## src/rtl/rx_letter_buffer.sv

```systemverilog
// rtl/rx_letter_buffer.sv - elastic letter FIFO between IR decoder and Enigma decoder
module rx_letter_buffer #(
    parameter int DATA_WIDTH    = 5,
    parameter int DEPTH         = 16,
    parameter int ERR_WIDTH     = 3,
    parameter int CNT_WIDTH     = 8,
    parameter int OVERFLOW_MODE = 0
) (
    input  logic                         clk_in,
    input  logic                         rst_in,
    input  logic [DATA_WIDTH-1:0]        code_in,
    input  logic                         new_code_in,
    input  logic [ERR_WIDTH-1:0]         error_in,
    input  logic                         flush_in,
    input  logic                         ready_in,
    output logic [DATA_WIDTH-1:0]        data_out,
    output logic                         data_valid_out,
    output logic [$clog2(DEPTH+1)-1:0]   count_out,
    output logic                         full_out,
    output logic                         empty_out,
    output logic [CNT_WIDTH-1:0]         overflow_count_out,
    output logic [CNT_WIDTH-1:0]         error_count_out
);

    localparam int AW = $clog2(DEPTH);
    localparam int CW = $clog2(DEPTH+1);
    localparam logic [AW-1:0]        PTR_ONE  = AW'(1);
    localparam logic [CW-1:0]        OCC_ONE  = CW'(1);
    localparam logic [CW-1:0]        OCC_FULL = CW'(DEPTH);
    localparam logic [CNT_WIDTH-1:0] STAT_ONE = CNT_WIDTH'(1);
    localparam logic [CNT_WIDTH-1:0] STAT_MAX = {CNT_WIDTH{1'b1}};
    localparam bit                   OVERWRITE = (OVERFLOW_MODE == 1);

    logic [DATA_WIDTH-1:0] r_mem [DEPTH];
    logic [AW-1:0]         r_wr_ptr;
    logic [AW-1:0]         r_rd_ptr;
    logic [CW-1:0]         r_count;
    logic [CNT_WIDTH-1:0]  r_ovf_cnt;
    logic [CNT_WIDTH-1:0]  r_err_cnt;

    logic w_full;
    logic w_empty;
    logic w_push_req;
    logic w_err_strike;
    logic w_pop;
    logic w_write;
    logic w_overflow;
    logic w_rd_adv;

    assign w_full       = (r_count == OCC_FULL);
    assign w_empty      = (r_count == '0);
    assign w_push_req   = new_code_in && (error_in == '0);
    assign w_err_strike = new_code_in && (error_in != '0);
    assign w_pop        = !w_empty && ready_in;

    // A full buffer still accepts a code when a pop frees a slot, or always when overwriting.
    assign w_write    = w_push_req && !flush_in && (!w_full || w_pop || OVERWRITE);
    assign w_overflow = w_push_req && !flush_in && w_full && !w_pop;
    // In overwrite mode the oldest entry is sacrificed, so the read side advances too.
    assign w_rd_adv   = !flush_in && (w_pop || (w_overflow && OVERWRITE));

    // Storage array write port; contents are deliberately left unreset.
    always_ff @(posedge clk_in) begin
        if (w_write) begin
            r_mem[r_wr_ptr] <= code_in;
        end
    end

    // Pointer and occupancy bookkeeping, with flush taking priority over push/pop.
    always_ff @(posedge clk_in or posedge rst_in) begin
        if (rst_in) begin
            r_wr_ptr <= '0;
            r_rd_ptr <= '0;
            r_count  <= '0;
        end else if (flush_in) begin
            r_wr_ptr <= '0;
            r_rd_ptr <= '0;
            r_count  <= '0;
        end else begin
            if (w_write) begin
                r_wr_ptr <= r_wr_ptr + PTR_ONE;
            end
            if (w_rd_adv) begin
                r_rd_ptr <= r_rd_ptr + PTR_ONE;
            end
            if (w_write && !w_rd_adv) begin
                r_count <= r_count + OCC_ONE;
            end else if (!w_write && w_rd_adv) begin
                r_count <= r_count - OCC_ONE;
            end
        end
    end

    // Saturating debug statistics; flush leaves them alone.
    always_ff @(posedge clk_in or posedge rst_in) begin
        if (rst_in) begin
            r_ovf_cnt <= '0;
            r_err_cnt <= '0;
        end else begin
            if (w_overflow && (r_ovf_cnt != STAT_MAX)) begin
                r_ovf_cnt <= r_ovf_cnt + STAT_ONE;
            end
            if (w_err_strike && (r_err_cnt != STAT_MAX)) begin
                r_err_cnt <= r_err_cnt + STAT_ONE;
            end
        end
    end

    assign data_out           = w_empty ? '0 : r_mem[r_rd_ptr];
    assign data_valid_out     = !w_empty;
    assign count_out          = r_count;
    assign full_out           = w_full;
    assign empty_out          = w_empty;
    assign overflow_count_out = r_ovf_cnt;
    assign error_count_out    = r_err_cnt;

endmodule

```

## config.mk

```make
export PLATFORM = sky130hd
export DESIGN_NAME = rx_letter_buffer
export DESIGN_NICKNAME = d
export VERILOG_FILES = /design/src/rtl/rx_letter_buffer.sv
export SDC_FILE = /design/constraint.sdc
export NUM_CORES = 1
export LEC_CHECK = 0
export CAP_MARGIN = 20
export CORE_MARGIN = 5
export CORE_UTILIZATION = 50
export CTS_BUF_LIST = sky130_fd_sc_hd__clkbuf_4 sky130_fd_sc_hd__clkbuf_8 sky130_fd_sc_hd__clkbuf_16
export DETAILED_ROUTE_END_ITERATION = 12
export GPL_ROUTABILITY_DRIVEN = 0
export PLACE_DENSITY = 0.71
export RECOVER_POWER = 25
export SLEW_MARGIN = 10
export SYNTH_ARGS = -nofsm -noshare
export SYNTH_HDL_FRONTEND = slang
export SYNTH_SLANG_ARGS = --single-unit
```

## constraint.sdc

```tcl
create_clock -name clk_in -period 7.2 [get_ports clk_in]
set_input_delay 1.44 -clock clk_in [delete_from_list [all_inputs] [get_ports clk_in]]
set_output_delay 1.44 -clock clk_in [all_outputs]
set_load 0.05 [all_outputs]
```

==> results of run 1 <==
[state kept, by name, indices dropped and copies added, names as in the netlist]
name and count:
r_wr_ptr 4, r_rd_ptr 4, error_count_out 8, r_mem 80, overflow_count_out 8, count_out 5
[per-stage QoR]
stage	hold WS [ns]	total power, mW
6_report	0.504	1.74
5_1_grt	0.530	1.83
4_1_cts	0.505	1.76
3_5_place_dp	0.485	1.41
3_3_place_gp	0.478	1.40
2_1_floorplan	0.569	1.22
[Yosys cell counts, drive strengths merged, types with 9 or more instances]
master	instances	share of area, %
edfxtp	80	51
dfrtp	29	15
mux4	25	12
nor2	18	1.4
nand2	16	1.3
and2	13	1.7
ha	11	2.9
xor2	11	2.0
inv	10	0.79
xnor2	9	1.7
[routing by layer]
metal	share of wire (%)	global-route usage, %	up-vias
li1	-	-	1201
met1	48	23.6	1318
met2	48	24.8	59
met3	3.2	2.46	13
met4	1.3	4.60	0
met5	0	0	-
[layout by cell type, fill, tap and decap left out, drive strengths merged, types with 7 or more instances in the layout]
master / Yosys / routed
edfxtp: 80 / 80
clkdlybuf4s50: 0 / 37
dfrtp: 29 / 29
mux4: 25 / 25
nor2: 18 / 18
nand2: 16 / 16
inv: 10 / 14
and2: 13 / 13
xor2: 11 / 11
ha: 11 / 11
clkbuf: 7 / 10
xnor2: 9 / 9
nand3: 7 / 7
mux2: 7 / 7
nor3: 7 / 7
[power by group through the flow]
stage                     logic [mW]  clock network (mW)  registers (mW)
after CTS                      0.629               0.362           0.769
after global placement         0.617                   0           0.782
final                          0.622               0.350           0.769
after detailed placement       0.628                   0           0.783
after floorplan                0.346                   0           0.870
after global routing           0.661               0.387           0.778
[kinds of logic (layout without fill, tap and decap cells)]
kind of cell | count (synthesis) | in the layout | share of synthesized area, %
flops | 109 | 109 | 65.8
fa+ha+maj | 12 | 12 | 3.32
simple gates | 84 | 84 | 9.22
buf+inv | 21 | 70 | 1.87
xor+xnor | 20 | 20 | 3.69
compound gates | 16 | 16 | 2.55
mux | 32 | 32 | 13.5
[worst paths after layout]
kind                                           startpoint                              to  slack [ns]  cells past startpoint
min in group asynchronous                          rst_in  error_count_out[0]$_DFFE_PP0P_        1.58                      2
max in group asynchronous                          rst_in         r_rd_ptr[2]$_DFFE_PP0P_        4.51                      3
hold / removal             error_count_out[5]$_DFFE_PP0P_  error_count_out[5]$_DFFE_PP0P_        0.50                      1
setup reg to reg                 count_out[1]$_DFFE_PP0P_        count_out[4]$_DFFE_PP0P_        3.80                     10
setup / recovery                  r_rd_ptr[1]$_DFFE_PP0P_                     data_out[2]        2.50                      4
hold reg to reg            error_count_out[5]$_DFFE_PP0P_  error_count_out[5]$_DFFE_PP0P_        0.50                      1
[area by class of cell]
cell class                 count  area (sq um)
clock buffer                   9           124
sequential                   109          3130
multi-input combinational    164          1530
timing repair buffer          44           427
fill                         734          3760
clock inverter                 7          65.1
inverter                      10          37.5
tap                          129           161
[critical path: cells and delay by family, from the launching register on]
kind | cells | cell delay, ns
multiplexers | 2 | 0.94
AND/OR/NAND/NOR | 1 | 0.18
flip-flops | 1 | 1.05
buffers and inverters | 1 | 0.71
==> impl_metrics.json, run 1 <==
{
  "final_core_util_pct": 59.3,
  "antenna_found_initial": 0,
  "async_flop_share_pct": 26.6,
  "ys_warn_count": 0,
  "worst_ep_required_time_ns": 5.76,
  "rsz0062_at_grt": "no",
  "clk_latency_ns": 0.36,
  "start_util_pct": 51.4,
  "tns_ns": 0,
  "clk_pin_slew_ns": 0.11,
  "core_sq_um": 9240,
  "drive_gt1_share_pct": 15.2,
  "fin_nets": 363,
  "hold_class": "reg2reg",
  "wirelength_um": 8610,
  "power.leakage_nw": 1.92,
  "portBuffers": 41,
  "diodes": 0,
  "seqPwrFrac_pct": 44.2,
  "avgViaCountPerCell": 5.49,
  "switching_share_pct": 37.0,
  "synthFlopType": "edfxtp_1",
  "ys_seq_area_share_pct": 65.8,
  "grt_max_degree": 24,
  "p_int_mw": 1.10,
  "worst_setup_path_start_kind": "register",
  "hold_violations": 0,
  "post_cts_buffers": 0,
  "dp_hpwl_um": 6020,
  "numCtsBuffers": 9,
  "final_cell_area_sq_um": 5480,
  "cts_tree": "built",
  "synthesis.nets": 319,
  "route.vias.total": 2591,
  "io_pins": 42,
  "pre_cts_slack_ns": 2.00,
  "cp_common_cell": "mux4_2",
  "die_h_um": 107,
  "grt_pass1_wl_um": 14000,
  "p_clk_share_pct": 20.1,
  "antenna_left": 0,
  "wire_per_inst_um": 18.2,
  "grt.overflow.total": 0,
  "cp_max_fo": 23,
  "clock_sinks": 109,
  "pwr-share-comb_pct": 35.7,
  "cts_buffer_depth": 2,
  "end_kind": "primary output",
  "ys_ff_latch": 109,
  "p_per_area_nw_per_um2": 318,
  "slew_headroom_pct": 29.8,
  "period_minus_slack_ns": 4.70,
  "setup_viol": 0,
  "drc_errors": 0,
  "fin_skew_ns": 0.0154,
  "syn_inst": 294,
  "die_x_um": 107,
  "path_cells": "mux4_2 -> mux4_2 -> and2_1 -> clkdlybuf4s50_1",
  "drt_iter0_drc": 156,
  "synth_edf_count": 80,
  "fp.dieArea_sq_um": 11600,
  "cts_resized": 0,
  "p_sw_mw": 0.644,
  "grtUsageTotal_pct": 16.0,
  "max_cap_violations": 0,
  "dp.cells": 455,
  "cp.arrival_ns": 3.26,
  "status": "finished clean",
  "setup_slack_ns": 2.50,
  "timing.fmax_mhz": 213,
  "row_count": 35,
  "drv_slew": 0,
  "grt_pass1_vias": 2573,
  "slowest_stage": "dfrtp_1",
  "postCtsHoldBufs": 0,
  "syn_area_sq_um": 4750,
  "synth_cell_types": 38,
  "first_pass_iters": 4,
  "place_area_sq_um": 5290,
  "syn_to_final_growth_pct": 15.3,
  "instances_no_fill": 472,
  "slowest_delay_ns": 1.05,
  "cts_root_buf": "clkbuf_8",
  "crit_type": "reg2out",
  "cts_max_level": 3,
  "period_share_pct": 65.3,
  "ir_worst_vdd_mv": 0.151,
  "tightest_slew_ns": 1.05,
  "syn-mean-instance-area_sq_um": 16.2
}
Power figures use the tool's default switching activity.
==> inputs of run 2 (changes only) <==
Clock period 7.2 ns to 4.93 ns, I/O delays scaled along.
==> run 2 against run 1 <==
The run now ends with capacitance limit, slew limit left; register-to-register slack lost 2.2 ns; clock-buffer cell count is the same; critical endpoint is now data_out[0]; die area stayed put; core utilization up 0.45 points; global-route usage decreased by 0.33 points; critical path type unchanged.
==> impl_metrics.json, run 2 (synthesized netlist as in run 1, its figures left out) <==
{
  "cts_resized": 0,
  "path_buf_inv": 2,
  "cp_common_cell": "mux4_2",
  "syn_to_final_growth_pct": 16.1,
  "tightest_slew_ns": 1.61,
  "r2r_end": "count_out[4]$_DFFE_PP0P_",
  "hold_path_startpoint": "error_count_out[5]$_DFFE_PP0P_",
  "drive_gt1_share_pct": 15.9,
  "cp_max_fo": 23,
  "antenna_left": 0,
  "end_kind": "primary output",
  "largest_register": "r_mem",
  "cts_buffer_depth": 2,
  "ir_worst_vdd_mv": 0.217,
  "clk_latency_ns": 0.36,
  "place_area_sq_um": 5310,
  "portBuffers": 41,
  "clock_sinks": 109,
  "drt_iter0_drc": 93,
  "drv_slew": 30,
  "slowest_stage": "clkdlybuf4s50_1",
  "cts_root_buf": "clkbuf_8",
  "path_delay_family": "buffers and inverters",
  "fin_nets": 365,
  "grt_max_degree": 30,
  "antenna_found_initial": 0,
  "violations": "capacitance limit, slew limit",
  "largest_register_ffs": 80,
  "path_cells": "buf_4 -> mux4_2 -> mux4_2 -> and2_1 -> clkdlybuf4s50_1",
  "grt.overflow.total": 0,
  "timing.fmax_mhz": 246,
  "timing.rr.start": "count_out[1]$_DFFE_PP0P_",
  "route.vias.total": 2580,
  "numCtsBuffers": 9,
  "setup_viol": 0,
  "first_pass_iters": 4,
  "cts_max_level": 3,
  "hold_class": "reg2reg",
  "crit_type": "reg2out",
  "final_cell_area_sq_um": 5520,
  "post_cts_buffers": 0,
  "hold_ws_ns": 0.500,
  "dp_hpwl_um": 5920,
  "r2r_cells": 10,
  "clk_pin_slew_ns": 0.11,
  "status": "finished with violations",
  "hold_violations": 0,
  "final_common_cell": "edfxtp_1",
  "power.leakage_nw": 1.95,
  "max_cap_violations": 1,
  "rsz0062_at_grt": "no",
  "grt_pass1_vias": 2505,
  "cts_tree": "built",
  "fp.dieArea_sq_um": 11600,
  "wirelength_um": 8600,
  "core_sq_um": 9240,
  "io_pins": 42,
  "worst_setup_path_start_kind": "register",
  "p_per_area_nw_per_um2": 472,
  "crit_cells": 5,
  "die_h_um": 107,
  "min_to": "error_count_out[5]$_DFFE_PP0P_",
  "whs_path_depth": 1,
  "die_x_um": 107,
  "row_count": 35,
  "postCtsHoldBufs": 0,
  "diodes": 0,
  "slew_headroom_pct": -7.46,
  "avgViaCountPerCell": 5.44,
  "tns_ns": 0,
  "period_share_pct": 82.5,
  "wire_per_inst_um": 18.1,
  "fin_skew_ns": 0.0164,
  "worst_ep_required_time_ns": 3.94,
  "cp.arrival_ns": 3.08,
  "grtUsageTotal_pct": 15.6,
  "final_cell_mix": "edfxtp_1, clkdlybuf4s50_1, dfrtp_1, mux4_2, nor2_1",
  "start_util_pct": 51.4,
  "period_minus_slack_ns": 4.07,
  "reg2reg_setup_slack_ns": 1.62,
  "slowest_delay_ns": 0.70,
  "power_mw": 2.60,
  "drc_errors": 0,
  "grt_pass1_wl_um": 13800
}
==> run 2: cell types whose count changed in the layout (fill, tap and decap cells not counted) <==
cell,previous run,this run
inv_6,3,4
buf_2,1,0
buf_4,1,4
clkinv_1,1,0
bufinv_16,0,1
inv_8,1,0
==> run 2: area by class of cell <==
class                   instances  area (sq um)
well taps                     129           161
flip-flops and latches        109          3130
inverters                      10          37.5
clock inverters                 7          88.8
clock buffers                   9           124
multi-input cells             164          1530
repair buffers                 46           444
fillers                       719          3720
==> run 2: worst reg2reg max path, delay by kind of cell, from the launching register on <==
| kind | cells | cell delay (ns) |
|---|---|---|
| compound gates | 4 | 0.84 |
| simple gates | 5 | 1.47 |
| flops | 1 | 0.48 |
| fa+ha+maj | 1 | 0.45 |
==> run 2: layer usage <==
metal | global-route usage [%] | share of wire (%) | vias to the layer above
met5 | 0 | 0 | -
met3 | 3.36 | 2.2 | 5
met4 | 3.52 | 0.66 | 0
li1 | - | - | 1198
met1 | 23.1 | 48 | 1350
met2 | 24.1 | 49 | 27
==> run 2: worst max path at each step <==
stage,from,to,slack (ns)
2_1_floorplan,error_in[1],count_out[4]$_DFFE_PP0P_,1.48
3_3_place_gp,error_in[1],count_out[4]$_DFFE_PP0P_,1.14
3_5_place_dp,error_in[1],count_out[4]$_DFFE_PP0P_,1.07
4_1_cts,r_rd_ptr[0]$_DFFE_PP0P_,data_out[0],0.82
5_1_grt,r_rd_ptr[0]$_DFFE_PP0P_,data_out[0],0.74
6_report,r_rd_ptr[0]$_DFFE_PP0P_,data_out[0],0.86
==> run 2: report_power, final <==
group	total (mW)	internal (mW)	switching (mW)
clock	0.573	0.247	0.326
combinational	0.921	0.372	0.549
sequential	1.11	1.04	0.0732
==> run 2: stage by stage <==
stage,util [%],worst slack [ns],instances
global route,59.7,0.736,474
detailed placement,57.5,1.07,458
CTS,59.8,0.816,474
global placement,57.5,1.14,458
finish,59.7,0.862,474
floorplan,-,1.48,294
==> inputs of run 3 (changes only) <==
Clock period 4.93 ns to 4.1 ns, I/O delays scaled along.
==> run 3 against run 2 <==
Critical endpoint is now empty_out; via count decreased by 0.54%; die area unchanged; combinational power increased by 19%; sequential power is 20% higher; critical path type unchanged; first-iteration DRC count rose by 25%; the run now ends clean.
==> impl_metrics.json, run 3 (synthesized netlist as in run 1, its figures left out) <==
{
  "path_buf_inv": 2,
  "grt_pass1_vias": 2663,
  "pwr-share-comb_pct": 36.9,
  "status": "finished clean",
  "max_cap_violations": 0,
  "p_sw_mw": 1.09,
  "worst_ep_required_time_ns": 3.28,
  "cp_max_fo": 10,
  "hold_class": "reg2reg",
  "numCtsBuffers": 9,
  "final_core_util_pct": 59.5,
  "clock_sinks": 109,
  "timing.rr.start": "count_out[1]$_DFFE_PP0P_",
  "route.vias.total": 2566,
  "dp_hpwl_um": 6090,
  "timing.fmax_mhz": 292,
  "cp.arrival_ns": 2.60,
  "grt_pass1_wl_um": 14200,
  "cts_tree": "built",
  "wirelength_um": 8660,
  "tightest_slew_ns": 1.02,
  "antenna_found_initial": 0,
  "fillers": 717,
  "first_pass_iters": 4,
  "path_delay_family": "buffers and inverters",
  "final_common_cell": "edfxtp_1",
  "largest_register": "r_mem",
  "largest_register_ffs": 80,
  "io_pins": 42,
  "portBuffers": 41,
  "use_met3_pct": 2.28,
  "drive_gt1_share_pct": 18.0,
  "drc_errors": 0,
  "cts_max_level": 3,
  "wire_per_inst_um": 18.1,
  "slowest_stage": "clkdlybuf4s50_1",
  "seqPwrFrac_pct": 44.4,
  "final_cell_mix": "edfxtp_1, clkdlybuf4s50_1, dfrtp_1, mux4_2, nor2_1",
  "period_share_pct": 83.5,
  "path_cells": "nor4_2 -> nand2b_1 -> inv_1 -> clkdlybuf4s50_1",
  "rsz0062_at_grt": "no",
  "crit_type": "reg2out",
  "end_kind": "primary output",
  "cts_root_buf": "clkbuf_8",
  "grt.overflow.total": 0,
  "grtUsageTotal_pct": 16.2,
  "worst_setup_path_start_kind": "register",
  "grt_use_met1_pct": 24.0,
  "ir_worst_vdd_mv": 0.243,
  "fp.dieArea_sq_um": 11600,
  "hold_violations": 0,
  "fin_skew_ns": 0.00622,
  "hold_path_startpoint": "overflow_count_out[5]$_DFFE_PP0P_",
  "avgViaCountPerCell": 5.36,
  "core_sq_um": 9240,
  "period_minus_slack_ns": 3.42,
  "clk_pin_slew_ns": 0.10,
  "slew_headroom_pct": 31.9,
  "fin_nets": 370,
  "power.leakage_nw": 1.96,
  "power_mw": 2.99,
  "postCtsHoldBufs": 0,
  "crit_start": "count_out[1]$_DFFE_PP0P_",
  "drt_iter0_drc": 116,
  "cts_resized": 0,
  "row_count": 35,
  "tns_ns": 0,
  "slowest_delay_ns": 0.81,
  "syn_to_final_growth_pct": 15.7,
  "setup_viol": 0,
  "p_per_area_nw_per_um2": 543,
  "die_h_um": 107,
  "cts_buffer_depth": 2,
  "start_util_pct": 51.4,
  "diodes": 0,
  "clk_latency_ns": 0.35,
  "p_clk_share_pct": 18.7,
  "drv_slew": 0,
  "busiest_layer": "met2",
  "antenna_left": 0,
  "p_int_mw": 1.90,
  "grt_max_degree": 24,
  "switching_share_pct": 36.3,
  "die_x_um": 107,
  "grt_util_met2_pct": 24.9,
  "post_cts_buffers": 0
}
[run 3: worst paths after layout]
path | endpoint | slack, ns | cells after the start
worst max-delay path | empty_out | 0.68 | 4
worst min-delay path | overflow_count_out[5]$_DFFE_PP0P_ | 0.50 | 1
worst max register to register | count_out[4]$_DFFE_PP0P_ | 0.77 | 10
worst min register to register | overflow_count_out[5]$_DFFE_PP0P_ | 0.50 | 1
max in group asynchronous | r_wr_ptr[1]$_DFFE_PP0P_ | 1.92 | 3
min in group asynchronous | error_count_out[0]$_DFFE_PP0P_ | 0.90 | 2
[run 3: layout make-up]
type | instances | area, sq um | share of cell area [%]
inverter | 10 | 37.5 | 0.683
sequential | 109 | 3130 | 56.9
clock inverter | 7 | 42.5 | 0.774
multi-input combinational | 164 | 1530 | 27.9
timing repair buffer | 51 | 469 | 8.54
tap | 129 | 161 | 2.94
clock buffer | 9 | 124 | 2.25
[run 3: per-stage QoR]
stage | cell area [sq um] | setup slack (ns) | hold WS (ns) | cells
final | 5500 | 0.677 | 0.501 | 479
after global routing | 5500 | 0.458 | 0.539 | 479
after CTS | 5520 | 0.613 | 0.506 | 479
after detailed placement | 5350 | 0.485 | 0.485 | 463
after global placement | 5330 | 0.544 | 0.475 | 462
after floorplan | 4750 | 0.761 | 0.569 | 294
[run 3: power groups by stage]
stage	logic (mW)	registers, mW	clock network, mW
floorplan	0.607	1.53	0
global placement	1.10	1.35	0
detailed placement	1.12	1.35	0
CTS	1.12	1.33	0.578
global route	1.18	1.34	0.622
finish	1.10	1.33	0.559
[run 3: routing by layer]
| layer | routed length, um | vias to the layer above |
|---|---|---|
| li1 | - | 1205 |
| met4 | 82 | 0 |
| met2 | 4160 | 48 |
| met5 | 0 | - |
| met3 | 271 | 6 |
| met1 | 4150 | 1307 |
